===== src/rtl/ram_arbiter_if.sv =====
// rtl/ram_arbiter_if.sv - requester and ram_1x4 bank signals of ram_arbiter
// slave = arbiter side, master = requesters plus the bank's data_out bus.
interface ram_arbiter_if #(
    parameter int WORDS = 4,
    parameter int AW    = 2
);
    logic             a_req;
    logic             a_rw;
    logic [AW-1:0]    a_addr;
    logic [3:0]       a_wdata;
    logic             a_ack;
    logic             b_req;
    logic             b_rw;
    logic [AW-1:0]    b_addr;
    logic [3:0]       b_wdata;
    logic             b_ack;
    logic [3:0]       rdata;
    logic             err;
    logic [WORDS-1:0] ram_sel;
    logic             ram_rw;
    logic [3:0]       ram_din;
    logic [3:0]       ram_dout;
    logic             ram_clr;

    modport slave (
        input  a_req, a_rw, a_addr, a_wdata,
        input  b_req, b_rw, b_addr, b_wdata,
        input  ram_dout,
        output a_ack, b_ack, rdata, err,
        output ram_sel, ram_rw, ram_din, ram_clr
    );

    modport master (
        output a_req, a_rw, a_addr, a_wdata,
        output b_req, b_rw, b_addr, b_wdata,
        output ram_dout,
        input  a_ack, b_ack, rdata, err,
        input  ram_sel, ram_rw, ram_din, ram_clr
    );
endinterface


===== src/rtl/ram_arbiter.sv =====
// rtl/ram_arbiter.sv - two-requester arbiter/sequencer for a ram_1x4 word bank
// RAM_ARB_FIXED_PRIO_EN: A always wins ties (no round-robin pointer).
module ram_arbiter #(
    parameter int WORDS = 4,
    parameter int AW    = 2
) (
    input  logic          clk,
    input  logic          clr_n,
    ram_arbiter_if.slave  bus
);
    typedef enum logic [1:0] {INIT, IDLE, ACCESS, DONE} state_t;

    localparam logic [AW:0] LIMIT = (AW+1)'(WORDS);

    state_t           state_q, state_d;
    logic             cmd_rw_q, cmd_rw_d;
    logic [AW-1:0]    cmd_addr_q, cmd_addr_d;
    logic             who_q, who_d;          // 0 = A granted, 1 = B granted
    logic [WORDS-1:0] sel_q, sel_d;
    logic             rw_q, rw_d;
    logic [3:0]       din_q, din_d;
    logic             clr_q, clr_d;
    logic             a_ack_q, a_ack_d;
    logic             b_ack_q, b_ack_d;
    logic [3:0]       rdata_q, rdata_d;
    logic             err_q, err_d;

    logic             grant_a, grant_b;
    logic             g_rw;
    logic [AW-1:0]    g_addr;
    logic [3:0]       g_wdata;
    logic             in_range;

`ifndef RAM_ARB_FIXED_PRIO_EN
    logic             ptr_q, ptr_d;          // 0 = favour A, 1 = favour B
`endif

    function automatic logic [WORDS-1:0] decode(input logic [AW-1:0] addr);
        logic [WORDS-1:0] oh;
        oh = '0;
        for (int i = 0; i < WORDS; i++) begin
            oh[i] = (addr == AW'(i));
        end
        return oh;
    endfunction

    always_comb begin
`ifdef RAM_ARB_FIXED_PRIO_EN
        grant_a = bus.a_req;
`else
        grant_a = bus.a_req & (~bus.b_req | ~ptr_q);
`endif
        grant_b = bus.b_req & ~grant_a;
        g_rw    = grant_b ? bus.b_rw    : bus.a_rw;
        g_addr  = grant_b ? bus.b_addr  : bus.a_addr;
        g_wdata = grant_b ? bus.b_wdata : bus.a_wdata;
    end

    assign in_range = ({1'b0, cmd_addr_q} < LIMIT);

    always_comb begin
        state_d    = state_q;
        cmd_rw_d   = cmd_rw_q;
        cmd_addr_d = cmd_addr_q;
        who_d      = who_q;
`ifndef RAM_ARB_FIXED_PRIO_EN
        ptr_d      = ptr_q;
`endif
        sel_d      = '0;
        rw_d       = 1'b0;
        din_d      = 4'h0;
        clr_d      = 1'b0;
        a_ack_d    = 1'b0;
        b_ack_d    = 1'b0;
        rdata_d    = rdata_q;
        err_d      = err_q;

        case (state_q)
            INIT: begin
                state_d = IDLE;
            end
            IDLE: begin
                if (grant_a | grant_b) begin
                    cmd_rw_d   = g_rw;
                    cmd_addr_d = g_addr;
                    who_d      = grant_b;
`ifndef RAM_ARB_FIXED_PRIO_EN
                    ptr_d      = grant_a;
`endif
                    // bank drive for ACCESS is registered here so outputs stay glitch-free
                    sel_d      = decode(g_addr);
                    rw_d       = g_rw;
                    din_d      = g_rw ? g_wdata : 4'h0;
                    state_d    = ACCESS;
                end
            end
            ACCESS: begin
                err_d = ~in_range;
                if (!in_range) begin
                    rdata_d = 4'h0;
                end else if (!cmd_rw_q) begin
                    rdata_d = bus.ram_dout;
                end
                a_ack_d = ~who_q;
                b_ack_d = who_q;
                state_d = DONE;
            end
            DONE: begin
                state_d = IDLE;
            end
            default: begin
                state_d = INIT;
            end
        endcase
    end

    always_ff @(posedge clk or negedge clr_n) begin
        if (!clr_n) begin
            state_q    <= INIT;
            cmd_rw_q   <= 1'b0;
            cmd_addr_q <= '0;
            who_q      <= 1'b0;
`ifndef RAM_ARB_FIXED_PRIO_EN
            ptr_q      <= 1'b0;
`endif
            sel_q      <= '0;
            rw_q       <= 1'b0;
            din_q      <= 4'h0;
            clr_q      <= 1'b1;
            a_ack_q    <= 1'b0;
            b_ack_q    <= 1'b0;
            rdata_q    <= 4'h0;
            err_q      <= 1'b0;
        end else begin
            state_q    <= state_d;
            cmd_rw_q   <= cmd_rw_d;
            cmd_addr_q <= cmd_addr_d;
            who_q      <= who_d;
`ifndef RAM_ARB_FIXED_PRIO_EN
            ptr_q      <= ptr_d;
`endif
            sel_q      <= sel_d;
            rw_q       <= rw_d;
            din_q      <= din_d;
            clr_q      <= clr_d;
            a_ack_q    <= a_ack_d;
            b_ack_q    <= b_ack_d;
            rdata_q    <= rdata_d;
            err_q      <= err_d;
        end
    end

    assign bus.ram_sel = sel_q;
    assign bus.ram_rw  = rw_q;
    assign bus.ram_din = din_q;
    assign bus.ram_clr = clr_q;
    assign bus.a_ack   = a_ack_q;
    assign bus.b_ack   = b_ack_q;
    assign bus.rdata   = rdata_q;
    assign bus.err     = err_q;
endmodule


===== src/flat_wrapper.sv =====
// flat-port wrapper written by rule: the top's interface ports become plain ports
module ram_arbiter_flat 
#(
    parameter int WORDS = 4,
    parameter int AW    = 2
)
  (clk, clr_n, bus_a_req, bus_a_rw, bus_a_addr, bus_a_wdata, bus_b_req, bus_b_rw, bus_b_addr, bus_b_wdata, bus_ram_dout, bus_a_ack, bus_b_ack, bus_rdata, bus_err, bus_ram_sel, bus_ram_rw, bus_ram_din, bus_ram_clr);
  ram_arbiter_if #(.WORDS(WORDS), .AW(AW)) bus_i ();
  input  logic clk;
  input  logic clr_n;
  input wire logic [$bits(bus_i.a_req)-1:0] bus_a_req;
  input wire logic [$bits(bus_i.a_rw)-1:0] bus_a_rw;
  input wire logic [$bits(bus_i.a_addr)-1:0] bus_a_addr;
  input wire logic [$bits(bus_i.a_wdata)-1:0] bus_a_wdata;
  input wire logic [$bits(bus_i.b_req)-1:0] bus_b_req;
  input wire logic [$bits(bus_i.b_rw)-1:0] bus_b_rw;
  input wire logic [$bits(bus_i.b_addr)-1:0] bus_b_addr;
  input wire logic [$bits(bus_i.b_wdata)-1:0] bus_b_wdata;
  input wire logic [$bits(bus_i.ram_dout)-1:0] bus_ram_dout;
  output wire logic [$bits(bus_i.a_ack)-1:0] bus_a_ack;
  output wire logic [$bits(bus_i.b_ack)-1:0] bus_b_ack;
  output wire logic [$bits(bus_i.rdata)-1:0] bus_rdata;
  output wire logic [$bits(bus_i.err)-1:0] bus_err;
  output wire logic [$bits(bus_i.ram_sel)-1:0] bus_ram_sel;
  output wire logic [$bits(bus_i.ram_rw)-1:0] bus_ram_rw;
  output wire logic [$bits(bus_i.ram_din)-1:0] bus_ram_din;
  output wire logic [$bits(bus_i.ram_clr)-1:0] bus_ram_clr;
  assign bus_i.a_req = bus_a_req;
  assign bus_i.a_rw = bus_a_rw;
  assign bus_i.a_addr = bus_a_addr;
  assign bus_i.a_wdata = bus_a_wdata;
  assign bus_i.b_req = bus_b_req;
  assign bus_i.b_rw = bus_b_rw;
  assign bus_i.b_addr = bus_b_addr;
  assign bus_i.b_wdata = bus_b_wdata;
  assign bus_i.ram_dout = bus_ram_dout;
  assign bus_a_ack = bus_i.a_ack;
  assign bus_b_ack = bus_i.b_ack;
  assign bus_rdata = bus_i.rdata;
  assign bus_err = bus_i.err;
  assign bus_ram_sel = bus_i.ram_sel;
  assign bus_ram_rw = bus_i.ram_rw;
  assign bus_ram_din = bus_i.ram_din;
  assign bus_ram_clr = bus_i.ram_clr;
  ram_arbiter #(.WORDS(WORDS), .AW(AW)) u_core (.clk(clk), .clr_n(clr_n), .bus(bus_i));
endmodule

===== config.mk =====
export PLATFORM = sky130hd
export DESIGN_NAME = ram_arbiter_flat
export DESIGN_NICKNAME = d
export VERILOG_FILES = /design/src/rtl/ram_arbiter_if.sv /design/src/rtl/ram_arbiter.sv /design/src/flat_wrapper.sv
export SDC_FILE = /design/constraint.sdc
export NUM_CORES = 1
export LEC_CHECK = 0
export CORE_UTILIZATION = 39
export CTS_BUF_LIST = sky130_fd_sc_hd__clkbuf_4
export DETAILED_ROUTE_END_ITERATION = 6
export PLACE_DENSITY = 0.83
export SLEW_MARGIN = 20
export SYNTH_ARGS = -nofsm -noshare
export SYNTH_HDL_FRONTEND = slang
export SYNTH_SLANG_ARGS = --single-unit
export TNS_END_PERCENT = 30

===== constraint.sdc =====
create_clock -name clk -period 1.39 [get_ports clk]
set_clock_uncertainty 0.05 [all_clocks]
set_input_delay 0.139 -clock clk [delete_from_list [all_inputs] [get_ports clk]]
set_output_delay 0.139 -clock clk [all_outputs]
set_load 0.01 [all_outputs]

Yosys cells after proc, flatten, opt, wreduce, memory -nomap -nowiden
Index checks and enable logic that the tools add are counted.
{ "classes": {"n_eq_ne": 7, "n_mux": 14, "n_bitwise": 9, "n_reduce_logical": 5} }
{ "ops": {"columns": ["operator", "count"], "rows": [
  ["2-to-1 mux 4 bit", 6],
  ["== test 2 bit, second input constant", 4],
  ["one-hot mux 2 bit (3 select lines)", 1],
  ["2-to-1 mux 1 bit", 5],
  ["inverter 1 bit", 5],
  ["== test 2 x 1 -> 1 bit, second input constant", 2],
  ["logical NOT 2 bit", 2],
  ["2-to-1 mux 2 bit", 2],
  ["AND reduction 2 bit", 2],
  ["bitwise AND 1 bit", 2],
  ["!= test 2 x 1 -> 1 bit, second input constant", 1],
  ["OR 1 bit", 2],
  ["OR reduction 2 bit", 1]
]} }
{ "totals": {"register_bits": 21, "input_bits": 22, "out_inout_bits": 17, "wordCells": 46} }

Logic depth before layout (Yosys ltp)
{ "logic_depth": {"ltp_word": 9, "mapped_depth": 5, "ltp_nobuf": 5} }

Least setup slack after synthesis
No wires, ideal clock.
{ "synth_path": {"path_type": "register to register", "from": "register u_core.state_q[0]", "to": "register u_core.rdata_q[0], in the netlist u_core.bus.rdata[0]", "setup_ns": 0.125, "t_arrival_ns": 1.216, "t_required_ns": 1.215, "slack_ns": 0.000, "stages_incl_launch_ff": 5, "n_path_buf": 0, "period_less_slack_ns": 1.390, "cell_sequence": "dfrtp_1 > inv_1 > ha_1 > nor2b_1 > mux2_2"} }
{ "synth_via": {"elab_chain_cells": 2} }
{ "synth_lines": {"columns": ["element", "line", "source"], "rows": [
  ["from (decl)", "ram_arbiter.sv:15", "state_t state_q, state_d;"],
  ["from (signal assigned)", "ram_arbiter.sv:135", "state_q <= state_d;"],
  ["== test 2 bit", "ram_arbiter.sv:78", "case (state_q)"],
  ["AND reduction 2 bit (no line)", null, null],
  ["to (signal assigned)", "ram_arbiter.sv:148", "rdata_q <= rdata_d;"],
  ["to (decl)", "ram_arbiter.sv:25", "logic [3:0] rdata_q, rdata_d;"]
]} }
Every way passes these cells.
A chain may end at the register's enable or synchronous reset.

Final worst setup path
{ "layout_path": {"from": "register u_core.ptr_q", "to": "register u_core.sel_q[2], in the netlist u_core.bus.ram_sel[2]"} }
{ "layout_via": {"elab_chain_cells": 9, "elab_cells_between_ends": 10, "classes_between": "eq/ne: 1; mux: 3; bitwise: 6"} }
{ "layout_lines": {"columns": ["element", "line", "source"], "rows": [
  ["from (decl)", "ram_arbiter.sv:35", "logic ptr_q, ptr_d;"],
  ["from (signal assigned)", "ram_arbiter.sv:140", "ptr_q <= ptr_d;"],
  ["inverter 1 bit (*)", "ram_arbiter.sv:51", "grant_a = bus.a_req & (~bus.b_req | ~ptr_q);"],
  ["OR 1 bit (*)", "ram_arbiter.sv:51", null],
  ["bitwise AND 1 bit (*)", "ram_arbiter.sv:51", null],
  ["inverter 1 bit", "ram_arbiter.sv:53", "grant_b = bus.b_req & ~grant_a;"],
  ["bitwise AND 1 bit", "ram_arbiter.sv:53", null],
  ["2-to-1 mux 2 bit", "ram_arbiter.sv:55", "g_addr = grant_b ? bus.b_addr : bus.a_addr;"],
  ["== test 2 bit", "ram_arbiter.sv:42", "oh[i] = (addr == AW'(i));"],
  ["2-to-1 mux 4 bit (*)", "ram_arbiter.sv:83", "if (grant_a | grant_b) begin"],
  ["2-to-1 mux 4 bit (*)", "ram_arbiter.sv:78", null],
  ["named net u_core.sel_d[2]", "ram_arbiter.sv:19", "logic [WORDS-1:0] sel_q, sel_d;"],
  ["to (signal assigned)", "ram_arbiter.sv:142", "sel_q <= sel_d;"],
  ["to (decl)", "ram_arbiter.sv:19", null]
]} }
The timed path passes the listed nets; every way through them passes the cells marked *.

==> Implementation_results.wiki <==
{| class="wikitable"
! Metric !! Value
|-
| Status || completed
|-
| Fin. Hold Viols || 0
|-
| Required time worst endpoint || 1540 ps
|-
| CP max stage delay || 430 ps
|-
| Maximum buffer depth of the clock tree || 2
|-
| Synthesized area divided by synthesized cell count || 11.69 um^2
|-
| Setup repair after global routing missed its margin || yes
|-
| Most common cell after layout, fill and taps aside || clkdlybuf4s50_1
|-
| Buffers and inverters on the worst path || 0
|-
| First-pass GRT wire length || 3.312 mm
|-
| Vias in the first global route || 787
|-
| Count of distinct cell types in the synthesized netlist || 29
|-
| Worst r2r dst || u_core.bus.ram_sel[2]
|-
| Root buffer cell || clkbuf_4
|-
| Post-layout minimum cycle time || 1369 ps
|-
| CP Max Fanout || 7
|-
| Arrival time at the worst endpoint || 1520 ps
|-
| Category of cells accounting for the largest share of critical-path delay || simple AND/OR/NAND/NOR gates
|-
| Pin count of the biggest net entering global routing || 22
|-
| Busiest metal layer after global routing || met2
|-
| Final routed DRC violation total || 0
|-
| FF+latch count, synth || 21
|-
| Met3 layer usage reported by global route || 3.333%
|-
| Switching Fraction || 33.52%
|-
| Final weighted congestion in routability-driven placement || roughly 0.75
|-
| Die span in x || 50.66 um
|-
| Max-slew violation count || 0
|-
| Ratio of cells with drive above 1 in the final layout || 25.00%
|-
| Routed via count divided by cell count || 5.006
|-
| M2 GR Usage || 30.44%
|-
| Static leakage || around 0.79 nW
|-
| Synth Instances || 79
|-
| Cell Chain, Critical Path || nand2b_2, and3_4, nor4_1
|-
| # port buffers || 37
|-
| Die Footprint || roughly 0.0026 mm^2
|-
| Y dimension of the die || 50.66 um
|-
| Std-Cell Core Area || ~0.0022 mm^2
|-
| Proportion of power drawn by flip-flops and latches || 40.3%
|-
| Footprint of the flip-flops and latches || 526.8 um^2
|-
| Multi-input logic area || 395.4 um^2
|-
| I/O pin total || 39
|-
| Launch point of the worst reg-to-reg path || u_core.ptr_q
|-
| Hold WS || 109.6 ps
|-
| Number of setup violations in the final report || 0
|-
| Clk_lat worst skew || 300 ps
|-
| Worst reg2reg path depth || 3
|-
| Cell with the biggest individual delay on the critical path || dfrtp_1
|-
| Crit. Startpoint || u_core.ptr_q
|-
| Share of power burned in combinational logic || between 40% and 50%
|-
| Mean routed wirelength per cell || 13.54 um
|-
| Cell row count || 17
|-
| Met1 track demand over resource || about a fifth
|-
| Initial antenna violation count || 0
|-
| Number of warnings issued by yosys || 0
|-
| ANT nets after route || 0
|-
| Critical path start-end classification || register to register
|-
| Switching component of the power || 0.0007637 W
|-
| Vias post-DR || 801
|-
| Maximum capacitance violations || 0
|-
| Worst min-delay path category || primary input to async pin
|-
| Kind of capture point of the worst setup path || register
|-
| Total wirelength of the detailed-routed design || roughly 2.2 mm
|-
| Nets || roughly 160
|-
| Starting density of the core || 41.74%
|-
| Clock-pin slew on the worst setup and hold paths || 110 ps
|-
| Tot GR Track Use || 18.02%
|-
| Internal portion of total power || 0.001515 W
|-
| Worst IR drop on VDD || just under 1 mV
|-
| Clock tree from TritonCTS || done
|-
| Sequential element share of the synthesized area || around 57%
|-
| Clock network power share || around 14%
|-
| CTS hold repair buffers || 0
|-
| Startpoint Class || register
|-
| Antenna cells || 0
|-
| CTS HTree Levels || 1
|-
| Top library cells by usage in the layout, fill and taps aside || clkdlybuf4s50_1 (23), dfrtp_1 (20), buf_4 (14)
|-
| Achievable frequency || 730.2 MHz
|-
| Area growth syn-to-layout || 62.60%
|-
| DP HPWL || 1.655 mm
|-
| Number of iterations in the first detailed-routing pass || 4
|-
| Filler cell count in the final layout || approximately 170
|-
| Final Power || 0.002278 W
|-
| Number of clock buffers inserted by TritonCTS || 3
|-
| Number of clock sinks || 21
|-
| Power per Cell Area || 1518 mW/mm^2
|-
| Netlist area before placement || about 920 um^2
|-
| Part of the cycle the worst path needs || 98.52%
|-
| Gr ovfl total || 0
|-
| 1st-iter DRT viols || 14
|-
| Slack of the worst reg-to-reg path || 20 ps
|}
-- cells in the mapped netlist, drive strengths merged --
cell type	instances	area, um^2
nor4	2	12.51
nor2	1	3.750
nand2	2	7.510
a32oi	3	33.79
nand3	5	25.02
mux2	4	45.04
a21oi	3	15.01
nand2b	1	6.260
clkinv	1	3.750
and2	1	6.260
conb	1	3.750
and3	1	11.26
a21boi	2	15.02
nor2b	3	18.77
inv	5	18.77
a31oi	1	6.260
nor3b	1	7.510
a211oi	6	45.04
o21ai	8	40.03
dfstp	1	26.28
buf	3	23.77
mux2i	1	10.01
ha	3	37.54
dfrtp	20	500.5
-- through the flow --
stage	area (um^2)	util, %	cells	setup TNS, ps	worst slack, ps
after CTS	1456	65.84	160	-1.501	-1.501
after floorplan	929.6	-	80	0	55.95
final	1501	67.87	160	0	20.54
after detailed placement	1409	63.69	155	-1748	-188.2
after global placement	1409	63.69	155	-622.9	-81.00
after global routing	1501	67.87	160	-172.2	-63.42
-- flip-flops by register name, indices dropped and copies added, names as in the netlist, 2 cells and up --
register and flops:
u_core.bus.ram_din 4, u_core.state_q 2, u_core.bus.rdata 4, u_core.bus.ram_sel 4
-- worst register-to-register path: stages, from the launching register on --
cell and delay (ps):
dfrtp_1 430, nand2b_2 270, and3_4 220, nor4_1 300
-- worst max path at each step --
stage	endpoint	slack (ps)	cells after the start
floorplan	u_core.state_q[0]	60	4
global placement	u_core.bus.ram_din[0]	-80	4
detailed placement	u_core.cmd_rw_q	-190	4
CTS	u_core.bus.ram_sel[2]	-2	3
global route	u_core.bus.ram_sel[0]	-60	3
finish	u_core.bus.ram_sel[2]	20	3
-- power by group through the flow --
| stage | combinational (W) | sequential (W) | clock [W] |
|---|---|---|---|
| 6_report | 0.00105 | 0.000919 | 0.000307 |
| 3_3_place_gp | 0.000963 | 0.000913 | 0 |
| 2_1_floorplan | 0.000423 | 0.000966 | 0 |
| 5_1_grt | 0.00116 | 0.000945 | 0.000338 |
| 4_1_cts | 0.00102 | 0.000906 | 0.000316 |
| 3_5_place_dp | 0.00101 | 0.000924 | 0 |
-- layout make-up --
type	count	area share [%]
repair buffers	51	32.75
inverters	6	1.500
well taps	28	2.333
flip-flops and latches	21	35.08
multi-input cells	50	26.33
clock buffers	4	2.000
-- per-layer routing --
| metal | wire length, um | vias to the layer above |
|---|---|---|
| met2 | 1115 | 30 |
| met3 | 97 | 6 |
| met5 | 0 | - |
| li1 | - | 389 |
| met1 | 884 | 376 |
| met4 | 70 | 0 |
-- cells by family after synthesis --
| kind of cell | share of synthesized area [%] |
|---|---|
| simple gates | 10.71 |
| compound gates | 16.80 |
| flops | 57.05 |
| mux | 5.962 |
| fa+ha+maj | 4.065 |
| buf+inv | 5.013 |
| other cells | 0.4061 |
-- repair_timing --
action | CTS | global route
setup buffers | 1 | 0
endpoints found under the setup margin | 12 | 25
pin swaps | 0 | 1
gates resized for setup | 7 | 17
Note: power is estimated with default switching activity, not from simulation.
